## src/rtl/seq_detector_prog.sv

```systemverilog
// Programmable serial pattern detector with overlap control,
// saturating match counter and checked runtime configuration.
module seq_detector_prog #(
  parameter int                 MAX_LEN     = 8,
  parameter int                 CNT_W       = 8,
  parameter logic [MAX_LEN-1:0] RST_PATTERN = MAX_LEN'(8'b0000_1001),
  parameter int                 RST_LEN     = 4
) (
  input  logic                         clk,
  input  logic                         rst,
  input  logic                         din,
  input  logic                         din_valid,
  input  logic                         cfg_we,
  input  logic [MAX_LEN-1:0]           cfg_pattern,
  input  logic [$clog2(MAX_LEN+1)-1:0] cfg_len,
  input  logic                         cfg_overlap,
  input  logic                         cnt_clr,
  output logic                         match,
  output logic [CNT_W-1:0]             match_count,
  output logic                         cfg_err,
  output logic [1:0]                   state
);

  localparam int LW = $clog2(MAX_LEN+1);

  localparam logic [1:0] S_FILL = 2'b01;
  localparam logic [1:0] S_DET  = 2'b10;

  localparam logic [LW-1:0]    FILL_MAX = LW'(MAX_LEN);
  localparam logic [CNT_W-1:0] CNT_MAX  = {CNT_W{1'b1}};

  logic [MAX_LEN-1:0] pattern_q, pattern_d;
  logic [LW-1:0]      len_q, len_d;
  logic               overlap_q, overlap_d;
  logic [MAX_LEN-1:0] hist_q, hist_d;
  logic [LW-1:0]      fill_q, fill_d;
  logic [1:0]         state_q, state_d;
  logic               match_q, match_d;
  logic [CNT_W-1:0]   cnt_q, cnt_d;
  logic               err_q, err_d;

  logic [MAX_LEN-1:0] mask;
  logic [MAX_LEN-1:0] hist_sh;
  logic [LW-1:0]      fill_inc;
  logic               cfg_ok;
  logic               state_ok;
  logic               hit;

  // State register
  always_ff @(posedge clk) begin
    if (rst) begin
      pattern_q <= RST_PATTERN;
      len_q     <= LW'(RST_LEN);
      overlap_q <= 1'b0;
      hist_q    <= '0;
      fill_q    <= '0;
      state_q   <= S_FILL;
      match_q   <= 1'b0;
      cnt_q     <= '0;
      err_q     <= 1'b0;
    end else begin
      pattern_q <= pattern_d;
      len_q     <= len_d;
      overlap_q <= overlap_d;
      hist_q    <= hist_d;
      fill_q    <= fill_d;
      state_q   <= state_d;
      match_q   <= match_d;
      cnt_q     <= cnt_d;
      err_q     <= err_d;
    end
  end

  // Only the low len bits of the pattern take part in the compare
  always_comb begin
    mask = '0;
    for (int i = 0; i < MAX_LEN; i++) begin
      mask[i] = (LW'(i) < len_q);
    end
  end

  assign hist_sh  = {hist_q[MAX_LEN-2:0], din};
  assign fill_inc = (fill_q == FILL_MAX) ? fill_q : fill_q + LW'(1);
  assign cfg_ok   = (cfg_len != '0) && (cfg_len <= FILL_MAX);
  assign state_ok = (state_q == S_FILL) || (state_q == S_DET);
  assign hit      = (fill_inc >= len_q) &&
                    (((hist_sh ^ pattern_q) & mask) == '0);

  // Next-state logic
  always_comb begin
    pattern_d = pattern_q;
    len_d     = len_q;
    overlap_d = overlap_q;
    hist_d    = hist_q;
    fill_d    = fill_q;
    state_d   = state_q;
    match_d   = 1'b0;
    err_d     = 1'b0;

    if (cfg_we) begin
      if (cfg_ok) begin
        pattern_d = cfg_pattern;
        len_d     = cfg_len;
        overlap_d = cfg_overlap;
        fill_d    = '0;
        state_d   = S_FILL;
      end else begin
        err_d = 1'b1;
        if (!state_ok) begin
          fill_d  = '0;
          state_d = S_FILL;
        end
      end
    end else if (!state_ok) begin
      fill_d  = '0;
      state_d = S_FILL;
    end else if (din_valid) begin
      hist_d  = hist_sh;
      match_d = hit;
      fill_d  = (hit && !overlap_q) ? '0 : fill_inc;
      state_d = (fill_d >= len_q) ? S_DET : S_FILL;
    end

    if (cnt_clr) begin
      cnt_d = '0;
    end else if (match_d && (cnt_q != CNT_MAX)) begin
      cnt_d = cnt_q + CNT_W'(1);
    end else begin
      cnt_d = cnt_q;
    end
  end

  // Outputs
  always_comb begin
    match       = match_q;
    match_count = cnt_q;
    cfg_err     = err_q;
    state       = state_q;
  end

endmodule

```

## config.mk

```make
export PLATFORM = sky130hd
export DESIGN_NAME = seq_detector_prog
export DESIGN_NICKNAME = d
export VERILOG_FILES = /design/src/rtl/seq_detector_prog.sv
export SDC_FILE = /design/constraint.sdc
export NUM_CORES = 1
export LEC_CHECK = 0
export ABC_AREA = 1
export BUFFER_PORTS_ARGS = -buffer_cell sky130_fd_sc_hd__clkbuf_2
export CORE_MARGIN = 2
export CORE_UTILIZATION = 34
export CTS_CLUSTER_SIZE = 25
export DETAILED_ROUTE_END_ITERATION = 6
export GPL_TIMING_DRIVEN = 0
export HOLD_SLACK_MARGIN = 0.06
export PLACE_DENSITY_LB_ADDON = 0.15
export REMOVE_ABC_BUFFERS = 1
export SYNTH_ARGS = -nofsm -noshare
export SYNTH_HDL_FRONTEND = slang
export SYNTH_SLANG_ARGS = --single-unit
export TNS_END_PERCENT = 50
```

## constraint.sdc

```tcl
create_clock -name clk -period 2.8 [get_ports clk]
set_clock_uncertainty 0.1 [all_clocks]
set_input_delay 0.56 -clock clk [delete_from_list [all_inputs] [get_ports clk]]
set_output_delay 0.56 -clock clk [all_outputs]
set_load 0.005 [all_outputs]
```

* Word-level counts from Yosys, hierarchy flattened *
Cells that the tools add are included.

storage, ports and cells
  flip-flop bits (word level) = 36
  output and inout bits = 12

cells by class
  $add $sub $neg = 2
  order comparisons = 11
  eq/ne operators = 6
  muxes and demuxes = 17
  bitwise operators = 3
  reductions and logical operators = 13

operators with widths
  operator               count
  $mux W4                7
  $lt A3 B4 Y1 const A   4
  $mux W2                6
  $add A8 B1 Y8 const B  1
  $and A8 B8 Y8          1
  $ge A4 B4 Y1           2
  $logic_not A8 Y1       1
  $lt A1 B4 Y1 const A   2
  $lt A2 B4 Y1 const A   2
  $ne A8 B8 Y1 const B   1
  $xor A8 B8 Y8          1
  $ne A3 B3 Y1 const B   2
  $add A4 B1 Y4 const B  1
  $eq A4 B4 Y1 const B   1
  $le A4 B4 Y1 const B   1
  $logic_and A1 B1 Y1    4
  $mux W1                4
  $reduce_and A2 Y1      2
  $reduce_bool A4 Y1     1
  $reduce_or A2 Y1       2
  $reduce_and A3 Y1      1
  $eq A2 B1 Y1 const B   1
  $eq A2 B2 Y1 const B   1
  $logic_not A1 Y1       1
  2 further kinds        2

* Longest topological paths before layout *
Gate-level depths: netlist (run 1).

  word-level depth = 11
  depth in mapped cells = 25
  gate-level depth less buffers = 25

* Least setup slack after synthesis (run 1) *
Ideal clock, no wire load.

  path type = flip-flop to flip-flop
  start point = register fill_q[0]
  end point = register state_q[1], in the netlist state[1]
  arrival = 2.663 ns
  required time = 2.569 ns
  path slack = -0.095 ns
  stages on the path, launching flop included = 24
  path buffers = 0
  period minus slack after synthesis = 2.895 ns
  path through = dfxtp_1 > inv_1 > ha_1 > nand2_1 > nor2_1 > xor2_1 > inv_1 > ha_1 > nand2_1 > nor2_1 > nor2_1 > nor2_8 > nand2_2 > nand2_1 > inv_1 > ha_1 > inv_1 > nor2_1 > o211ai_1 > nand3_1 > nand2_1 > nand2_1 > o21ai_0 > nor2_1

between the ends
  longest elaborated chain between the ends = 11

RTL lines
  element                                               RTL line  RTL
  start, declared                                       36        logic [LW-1:0] fill_q, fill_d;
  start signal, assigned                                66        fill_q <= fill_d;
  $add A4 B1 Y4 / $eq A4 B4 Y1 (equally long branches)  83        assign fill_inc = (fill_q == FILL_MAX) ? fill_q : fill_q + LW'(1);
  $mux W4 *                                             83
  $ge A4 B4 Y1                                          86        assign hit = (fill_inc >= len_q) &&
  $logic_and A1 B1 Y1                                   86
  $logic_and A1 B1 Y1                                   120       fill_d = (hit && !overlap_q) ? '0 : fill_inc;
  $mux W4 *                                             120
  $ge A4 B4 Y1 *                                        121       state_d = (fill_d >= len_q) ? S_DET : S_FILL;
  $mux W2 *                                             121
  $mux W2 *                                             117       end else if (din_valid) begin
  $mux W2 *                                             114       end else if (!state_ok) begin
  $mux W2 *                                             100       if (cfg_we) begin
  end signal, assigned                                  67        state_q <= state_d;
  end, declared                                         37        logic [1:0] state_q, state_d;

Mark *: on every way between the ends. The rest lies on a longest branch, timed or not. The select of a mux whose other input is x is not followed.
A chain may end at the register's enable or synchronous reset.

* Final worst setup path (run 1) *
  start point = register fill_q[0]
  end point = register state_q[0], in the netlist state[0]

The elaborated chain is that of the path after synthesis.

==> results.ini, run 1 <==
[yosys]
synthCells=284
avgSynthCellArea_um2=6.98
synth_top_area_share_pct=36.3
synth_top_flop_cell=dfxtp_1
synth_commonest_cells=69 x nand2_1, 40 x inv_1, 36 x dfxtp_1
seq_area_frac_synth_pct=36.3
syn_area_um2=1980
yosysTopAreaCell=dfxtp_1
synth_most_common_cell=nand2_1
ys_ff_latch=36
synth_warnings=0
synthTopCellsByArea=dfxtp_1 36%, nand2_1 13%, a21oi_1 7.6%, inv_1 7.6%, ha_1 6.9%
async_flop_share_pct=0
synth_cell_type_count=20
synth_edf_count=0

[floorplanning]
rows=27
fp.dieH_um=80.4
start_util_pct=35.6
core_um2=5570
ios=31
chipWidth_um=80.4
die-area_um2=6460

[power]
swShare_pct=31.0
netSwitchingPower_uw=379
power_frac_seq_pct=46.9
power_frac_comb_pct=21.1
ir_drop_mv=0.227
finalPower_uw=1220
powerDensity_nw_per_um2=503
p_clk_share_pct=31.9
p_leak_uw=0.00114
p_int_uw=843

[cts]
clockBufferDepth=2
clk_latency_ps=290
clock-root-buffer=clkbuf_8
cts_num_sinks=36
cts_buffers=5
htreeDepth=2
cts.clk_slew.worst_paths_ps=70
cts_hold_buf=0
cts_tree=built

[routing]
avgViaCountPerCell=4.68
antenna_left=0
first_iter_violations=57
drc=0
routedWlPerCell_um=11.4
vias=1855
drt-total-wl_um=4500
drt-pass1-iter-count=4

[final_layout]
nets=353
drive_above_1_share_pct=24.4
insertedDiodeCount=0
stdcell_area_um2=2430
area_growth_pct=22.6
seq_area_um2=724
multi_input_area_um2=1150
postLayoutCoreUtil_pct=43.6
fillCellCount=605

[critical_path]
cp-start-kind=flip-flop
worst_path_max_delay_cell=dfxtp_2
path_class=reg -> reg
r2r_end=state[0]
path_buf_inv=5
cp.required_ps=2900
cp.depth=24
cp_cell_sequence=inv_2 -> ha_4 -> nand2_2 -> nor2_4 -> xor2_2 -> inv_1 -> ha_2 -> nand2_1 -> nor2_1 -> nor2_2 -> nor2_8 -> nand2_4 -> nand2_2 -> inv_2 -> ha_4 -> inv_2 -> nor2_2 -> o211ai_1 -> nand3_1 -> nand2_1 -> nand2_1 -> o21ai_1 -> nor2_1 -> inv_1
setup.worst_path.end_class=flip-flop
path_delay_family=simple AND/OR/NAND/NOR gates
cp_slowest_stage_delay_ps=330
worstRegToRegCells=24
crit_fanout=5
r2r_slack_ps=-50
reg2reg_from=fill_q[0]
arrival_ps=2950
critPathLaunch=fill_q[0]

[sta]
max_freq_mhz=350
min_period_ps=2850
setup_viol=2
tightestPinTransition_ps=754
slew_headroom_pct=49.5
fin_crit_sh_pct=102
slew_violations=0
grt_setup_unrepaired=true
hold_viol=0
layout_setup_ws_ps=-53.5

[hold_path]
worstHoldStart=pattern_q[4]
hold_end=pattern_q[4]
hold_path.class=reg -> reg
hold_depth=2

[global_route]
antenna_found_initial=0
grt_max_degree=21
grt.overflow.total=0
grt_pass1_vias=1697
grt_use_total_pct=15.7
grt_pass1_wl_um=7710

[placement]
hpwl_um=3200
placed_area_um2=2190
portBuffers=30
gp_congestion=0.770

[job]
cap_violations=0

[outcome]
violations=negative setup slack
outcome=complete, but fails checks

## state kept, by name, indices dropped and copies added (netlist names)
name / cells
pattern_q: 8
match_count: 8
cfg_err: 1
match: 1
len_q: 4
state: 2
overlap_q: 1
hist_q: 7
fill_q: 4
## layout make-up
cell class | count | area share (%)
clock buffers | 6 | 3.40
clock inverters | 2 | 0.412
inverters | 43 | 6.64
multi-input cells | 198 | 47.1
flip-flops and latches | 36 | 29.8
well taps | 72 | 3.70
repair buffers | 39 | 8.95
## power groups by stage
stage | Sequential, uW | Clock, uW | Combinational (uW)
CTS | 574 | 403 | 258
detailed placement | 586 | 0 | 232
global route | 579 | 419 | 300
global placement | 586 | 0 | 230
finish | 574 | 391 | 258
floorplan | 580 | 0 | 169
## stage by stage
step                setup WS, ps  setup TNS [ps]  hold slack [ps]  cells
floorplan                  -93.1            -177              345    277
global placement            -527           -1030              357    379
detailed placement          -542           -1070              363    379
CTS                        -65.1           -67.5              375    396
global route                -354            -628              389    396
finish                     -53.5           -65.0              371    396
## cells in the final DEF, fill, tap and decap left out, types with 2 or more instances in the layout
master,count
xor2_1,5
clkbuf_8,6
a21oi_1,30
o211ai_1,4
xnor2_1,3
buf_4,9
clkbuf_2,30
nor2_4,3
nand4_1,9
nand2_1,67
nand3_1,13
o21ai_1,2
dfxtp_1,33
nor2_1,19
dfxtp_2,3
nor2_2,4
ha_4,2
inv_1,36
ha_1,7
o21ai_0,17
ha_2,2
nand2_2,5
clkinv_2,2
inv_2,7
nand3_4,2
## worst register-to-register path, delay by kind of cell (launching register included)
| kind | cells | cell delay, ps |
|---|---|---|
| AOI/OAI and AO/OA | 2 | 150 |
| xor gates and xnor gates | 1 | 190 |
| adders and majority gates | 3 | 700 |
| buffers and inverters | 5 | 250 |
| DFF | 1 | 330 |
| and+or+nand+nor | 13 | 1040 |
## per-layer routing
| metal | vias to the layer above | global-route usage (%) | wire length, um | share of wire [%] |
|---|---|---|---|---|
| li1 | 988 | - | - | - |
| met1 | 836 | 20.6 | 2290 | 51 |
| met2 | 24 | 24.1 | 1980 | 44 |
| met3 | 7 | 3.82 | 154 | 3.4 |
| met4 | 0 | 7.12 | 79 | 1.8 |
| met5 | - | 0 | 0 | 0 |
## cells by family after synthesis
kind of cell | after synthesis | synth area share [%]
adders and majority gates | 11 | 6.94
and+or+nand+nor | 124 | 28.8
DFF | 36 | 36.3
AOI/OAI and AO/OA | 53 | 13.9
buffers and inverters | 50 | 9.65
xor gates and xnor gates | 10 | 4.42
## worst max-delay path by stage
stage	slack, ps	to
after global routing	-350	state[0]
after detailed placement	-540	state[0]
after CTS	-70	state[0]
after floorplan	-90	state[0]
final	-50	state[0]
after global placement	-530	state[0]
## repair_timing
action | in CTS | in global routing
pin swaps | 9 | 6
gates resized for setup | 23 | 2
setup endpoints to repair | 2 | 2
setup buffers | 9 | 0
Power figures use the tool's default switching activity.
==> inputs of run 2 (changes only) <==
--- a/config.mk
+++ b/config.mk
@@ -5,10 +5,10 @@
 export SDC_FILE = /design/constraint.sdc
 export NUM_CORES = 1
 export LEC_CHECK = 0
-export ABC_AREA = 1
 export BUFFER_PORTS_ARGS = -buffer_cell sky130_fd_sc_hd__clkbuf_2
 export CORE_MARGIN = 2
 export CORE_UTILIZATION = 34
+export CTS_BUF_LIST = sky130_fd_sc_hd__clkbuf_8
 export CTS_CLUSTER_SIZE = 25
 export DETAILED_ROUTE_END_ITERATION = 6
 export GPL_TIMING_DRIVEN = 0
==> results.ini, run 2 <==
[power]
swShare_pct=26.4
p_int_uw=801
ir_drop_mv=0.189
power_frac_seq_pct=49.6
netSwitchingPower_uw=287
power_frac_comb_pct=14.9
powerDensity_nw_per_um2=455
p_leak_uw=0.000912
p_clk_share_pct=35.5

[critical_path]
path_delay_family=simple AND/OR/NAND/NOR gates
worst_path_max_delay_cell=dfxtp_4
crit_top_cell=ha_4
cp_cell_sequence=inv_2 -> ha_4 -> nand2_4 -> nor2_4 -> xnor2_2 -> inv_2 -> ha_4 -> nand2b_4 -> a2111oi_4 -> nand4b_1 -> nand4bb_4 -> or2_4 -> nand2_4 -> ha_4 -> nand2b_4 -> a21o_1 -> a21o_1 -> a21oi_2 -> a2111oi_4 -> or2_4
cp_slowest_stage_delay_ps=350
setup.worst_path.end_class=flip-flop
worstRegToRegCells=20
arrival_ps=3560
crit_fanout=4
r2r_end=state[1]
path_buf_inv=2
reg2reg_from=fill_q[0]
cp-start-kind=flip-flop
path_class=reg -> reg
cp.required_ps=2890
r2r_slack_ps=-670

[global_route]
grt_pass1_vias=1603
antenna_found_initial=0
grt.overflow.total=0
grt_pass1_wl_um=7440
grt_use_total_pct=15.5
grt_max_degree=29

[placement]
portBuffers=30
hpwl_um=2910
gp_congestion=0.727

[final_layout]
nets=293
fillCellCount=522
insertedDiodeCount=0
drive_above_1_share_pct=28.0
area_growth_pct=29.1
layout_commonest_cell=nand2_1
postLayoutCoreUtil_pct=46.2
final_cell_mix=49 x nand2_1, 34 x dfxtp_1, 30 x clkbuf_2, 22 x a21oi_1, 8 x buf_4

[yosys]
synth_top_area_share_pct=38.9
synth_most_common_cell=nand2_1
synth_cell_type_count=38
synth_edf_count=0
synth_commonest_cells=51 x nand2_1, 36 x dfxtp_1, 23 x a21oi_1
synthCells=226
syn_area_um2=1850
async_flop_share_pct=0
ys_ff_latch=36
synth_warnings=0
synthTopCellsByArea=dfxtp_1 39%, nand2_1 10%, ha_1 7.4%, a21oi_1 6.2%, xnor2_1 3.8%
yosysTopAreaCell=dfxtp_1
avgSynthCellArea_um2=8.19
synth_top_flop_cell=dfxtp_1
seq_area_frac_synth_pct=38.9

[floorplanning]
die-area_um2=6050
start_util_pct=35.8
core_um2=5170
rows=26
chipWidth_um=77.8
ios=31
fp.dieH_um=77.8

[sta]
hold_viol=0
fin_crit_sh_pct=124
grt_setup_unrepaired=true
min_period_ps=3470
layout_setup_ws_ps=-673
slew_headroom_pct=56.5
setup_viol=8
whs_ps=362
slew_violations=0
tightestPinTransition_ps=647
max_freq_mhz=288

[cts]
cts.clk_slew.worst_paths_ps=80
cts_tree=built
clock-root-buffer=clkbuf_8
cts_num_sinks=36
cts_buffers=5
clockBufferDepth=2
clk_latency_ps=290
htreeDepth=2

[routing]
drc=0
wl_met2_um=2030
met1_length_um=2170
avgViaCountPerCell=5.01
antenna_left=0
routed.top_layer=met4
drt-pass1-iter-count=4
routedWlPerCell_um=13.3
drt-total-wl_um=4440
dr_wl_met3_um=178
first_iter_violations=64
vias=1675

[hold_path]
hold_path.class=reg -> reg
hold_end=overlap_q
hold_depth=2
worstHoldStart=overlap_q

[outcome]
violations=negative setup slack
outcome=complete, but fails checks

[job]
cap_violations=0

run 2: cell types whose count changed after synthesis, sizes merged, moves of 7 or more:
cell   previous run  this run
a21oi            30        23
nand2            73        51
nand3            15         3
nor2             27         7
o21ai            19         7
inv              43         8
run 2: routing by layer:
metal / vias up / global-route usage [%]
li1: 864 / -
met1: 766 / 20.1
met2: 38 / 24.9
met3: 7 / 3.49
met4: 0 / 6.43
met5: - / 0
run 2: final cells by class:
cell class              count  area, um^2  area share, %
clock inverters             2        11.3          0.471
clock buffers               6        82.6           3.46
inverters                   8        30.0           1.26
repair buffers             39         221           9.27
multi-input cells         173        1230           51.5
flip-flops and latches     36         726           30.4
well taps                  70        87.6           3.66
run 2: worst min-delay path: stages, from the launching register on:
cell     delay, ps
dfxtp_1        310
nand2_1         50
a21oi_1         50
run 2: repair_timing:
action                     in CTS  in global routing
cloned                          0                  0
setup endpoints to repair      14                 14
gates resized for setup        27                  8
hold buffers                    0                  0
pin swaps                      14                  8
buffers inserted                9                  0
run 2: through the flow:
stage	setup slack (ps)	cell area (um^2)	power [uW]	cells	setup TNS [ps]
floorplan	-930	1820	629	217	-1760
global placement	-1520	2050	674	317	-5030
detailed placement	-1480	2050	674	317	-4230
CTS	-708	2350	1090	334	-1800
global route	-862	2390	1150	334	-2880
finish	-673	2390	1090	334	-1400
run 2: kinds of logic after synthesis:
| kind of cell | after synthesis | synth area share, % |
|---|---|---|
| flip-flops | 36 | 38.9 |
| AND/OR/NAND/NOR | 98 | 26.5 |
| buffers and inverters | 17 | 3.45 |
| XOR/XNOR | 12 | 5.68 |
| AO/OA/AOI/OAI | 50 | 16.9 |
| adder cells (fa/ha/maj) | 11 | 7.44 |
| multiplexers | 2 | 1.08 |
run 2: how the worst max path moves through the flow:
| stage | start | endpoint | slack (ps) | cells past startpoint |
|---|---|---|---|---|
| after floorplan | fill_q[0] | state[1] | -930 | 20 |
| after global routing | fill_q[0] | state[1] | -860 | 20 |
| after global placement | fill_q[0] | state[1] | -1520 | 20 |
| after CTS | fill_q[0] | state[1] | -710 | 20 |
| final | fill_q[0] | state[1] | -670 | 20 |
| after detailed placement | fill_q[0] | state[1] | -1480 | 20 |
run 2: power by group through the flow:
| stage | combinational [uW] | clock [uW] | sequential (uW) |
|---|---|---|---|
| 6_report | 162 | 386 | 540 |
| 3_3_place_gp | 122 | 0 | 552 |
| 5_1_grt | 181 | 425 | 542 |
| 4_1_cts | 156 | 395 | 539 |
| 3_5_place_dp | 122 | 0 | 552 |
| 2_1_floorplan | 80.6 | 0 | 549 |
==> inputs of run 3 (changes only) <==
==> constraint.sdc (replaced) <==
create_clock -name clk -period 2.8 [get_ports clk]
set_clock_uncertainty 0.1 [all_clocks]
set_input_delay 0.14 -clock clk [delete_from_list [all_inputs] [get_ports clk]]
set_output_delay 0.14 -clock clk [all_outputs]
set_load 0.005 [all_outputs]
==> results.ini, run 3 (same netlist as run 2, synthesis figures left out) <==
[routing]
drt-total-wl_um=4610
avgViaCountPerCell=4.94
drc=0
drt-pass1-iter-count=4
first_iter_violations=65
antenna_left=0
routedWlPerCell_um=13.2
vias=1718

[sta]
slew_violations=0
grt_setup_unrepaired=true
whs_ps=62.0
hold_viol=0
setup_viol=8
max_freq_mhz=288
fin_crit_sh_pct=124
tightestPinTransition_ps=618
layout_setup_ws_ps=-676
min_period_ps=3480
slew_headroom_pct=58.5

[placement]
pre_cts_ws_ps=-1480
hpwl_um=2910
gp_congestion=0.727
portBuffers=30

[hold_path]
hold_depth=2
worstHoldStart=cfg_we
hold_path.class=in -> reg
hold_end=cfg_err

[power]
p_leak_uw=0.000971
powerDensity_nw_per_um2=436
ir_drop_mv=0.190

[global_route]
grt_pass1_wl_um=7720
grt_use_total_pct=16.2
grt.overflow.total=0
antenna_found_initial=0
grt_pass1_vias=1676
grt_max_degree=29

[cts]
cts_tree=built
cts_buffers=5
cts.clk_slew.worst_paths_ps=80
clk_latency_ps=290
htreeDepth=2
cts_num_sinks=36
clockBufferDepth=2
clock-root-buffer=clkbuf_8

[floorplanning]
fp.dieH_um=77.8
rows=26
chipWidth_um=77.8
start_util_pct=35.8
ios=31
die-area_um2=6050
core_um2=5170

[outcome]
violations=negative setup slack
outcome=complete, but fails checks

[final_layout]
layout_commonest_cell=nand2_1
postLayoutCoreUtil_pct=48.9
area_growth_pct=36.7
drive_above_1_share_pct=26.6
final_cell_mix=49 x nand2_1, 34 x dfxtp_1, 30 x clkbuf_2, 22 x a21oi_1, 14 x dlygate4sd3_1
insertedDiodeCount=0
nets=307

[critical_path]
worstRegToRegCells=20
setup.worst_path.end_class=flip-flop
path_class=reg -> reg
cp.required_ps=2890
reg2reg_from=fill_q[0]
arrival_ps=3560
r2r_slack_ps=-680
crit_fanout=4
cp-start-kind=flip-flop
r2r_end=state[1]

[job]
cap_violations=0

run 3: cell count changes in the layout (fill, tap and decap cells not counted):
| cell | previous run | this run |
|---|---|---|
| dlygate4sd3_1 | 0 | 14 |
run 3: routing by layer:
layer | vias up | track usage, % | share of wire (%)
li1 | 890 | - | -
met1 | 788 | 20.3 | 48
met2 | 32 | 26.8 | 47
met3 | 8 | 3.49 | 3.6
met4 | 0 | 6.43 | 1.6
met5 | - | 0 | 0
run 3: power breakdown:
part           switching (uW)  total [uW]  leakage (uW)  internal, uW
sequential               13.7         540      0.000293           526
clock                     188         385     0.0000486           196
combinational            86.6         178      0.000629          91.0
run 3: stage by stage:
step / cells / setup TNS [ps] / power, uW / cell area (um^2)
after global placement: 317 / -5030 / 674 / 2050
after global routing: 348 / -2900 / 1160 / 2530
after CTS: 348 / -1800 / 1110 / 2490
final: 348 / -1440 / 1100 / 2530
after floorplan: 217 / -1760 / 629 / 1820
after detailed placement: 317 / -4230 / 674 / 2050
run 3: final cells by class:
class	count	area, um^2
flip-flops and latches	36	726
repair buffers	53	362
clock inverters	2	11.3
inverters	8	30.0
clock buffers	6	82.6
fillers	510	2640
multi-input cells	173	1230
well taps	70	87.6
run 3: critical path: stages (launching register included):
cell	delay [ps]
dfxtp_4	350
inv_2	60
ha_4	140
nand2_4	50
nor2_4	100
xnor2_2	140
inv_2	80
ha_4	210
nand2b_4	140
a2111oi_4	330
nand4b_1	160
nand4bb_4	150
or2_4	160
nand2_4	60
ha_4	200
nand2b_4	120
a21o_1	150
a21o_1	160
a21oi_2	200
a2111oi_4	50
or2_4	250
run 3: timing repair:
action,in CTS,in global routing
buffers inserted,9,0
endpoints found under the hold margin,14,0
setup endpoints to repair,14,14
hold buffers,14,0
pin swaps,14,8
resized for setup,27,8
run 3: worst max path at each step:
stage / from / to / slack [ps]
2_1_floorplan: fill_q[0] / state[1] / -930
3_3_place_gp: fill_q[0] / state[1] / -1520
3_5_place_dp: fill_q[0] / state[1] / -1480
4_1_cts: fill_q[0] / state[1] / -710
5_1_grt: fill_q[0] / state[1] / -860
6_report: fill_q[0] / state[1] / -680
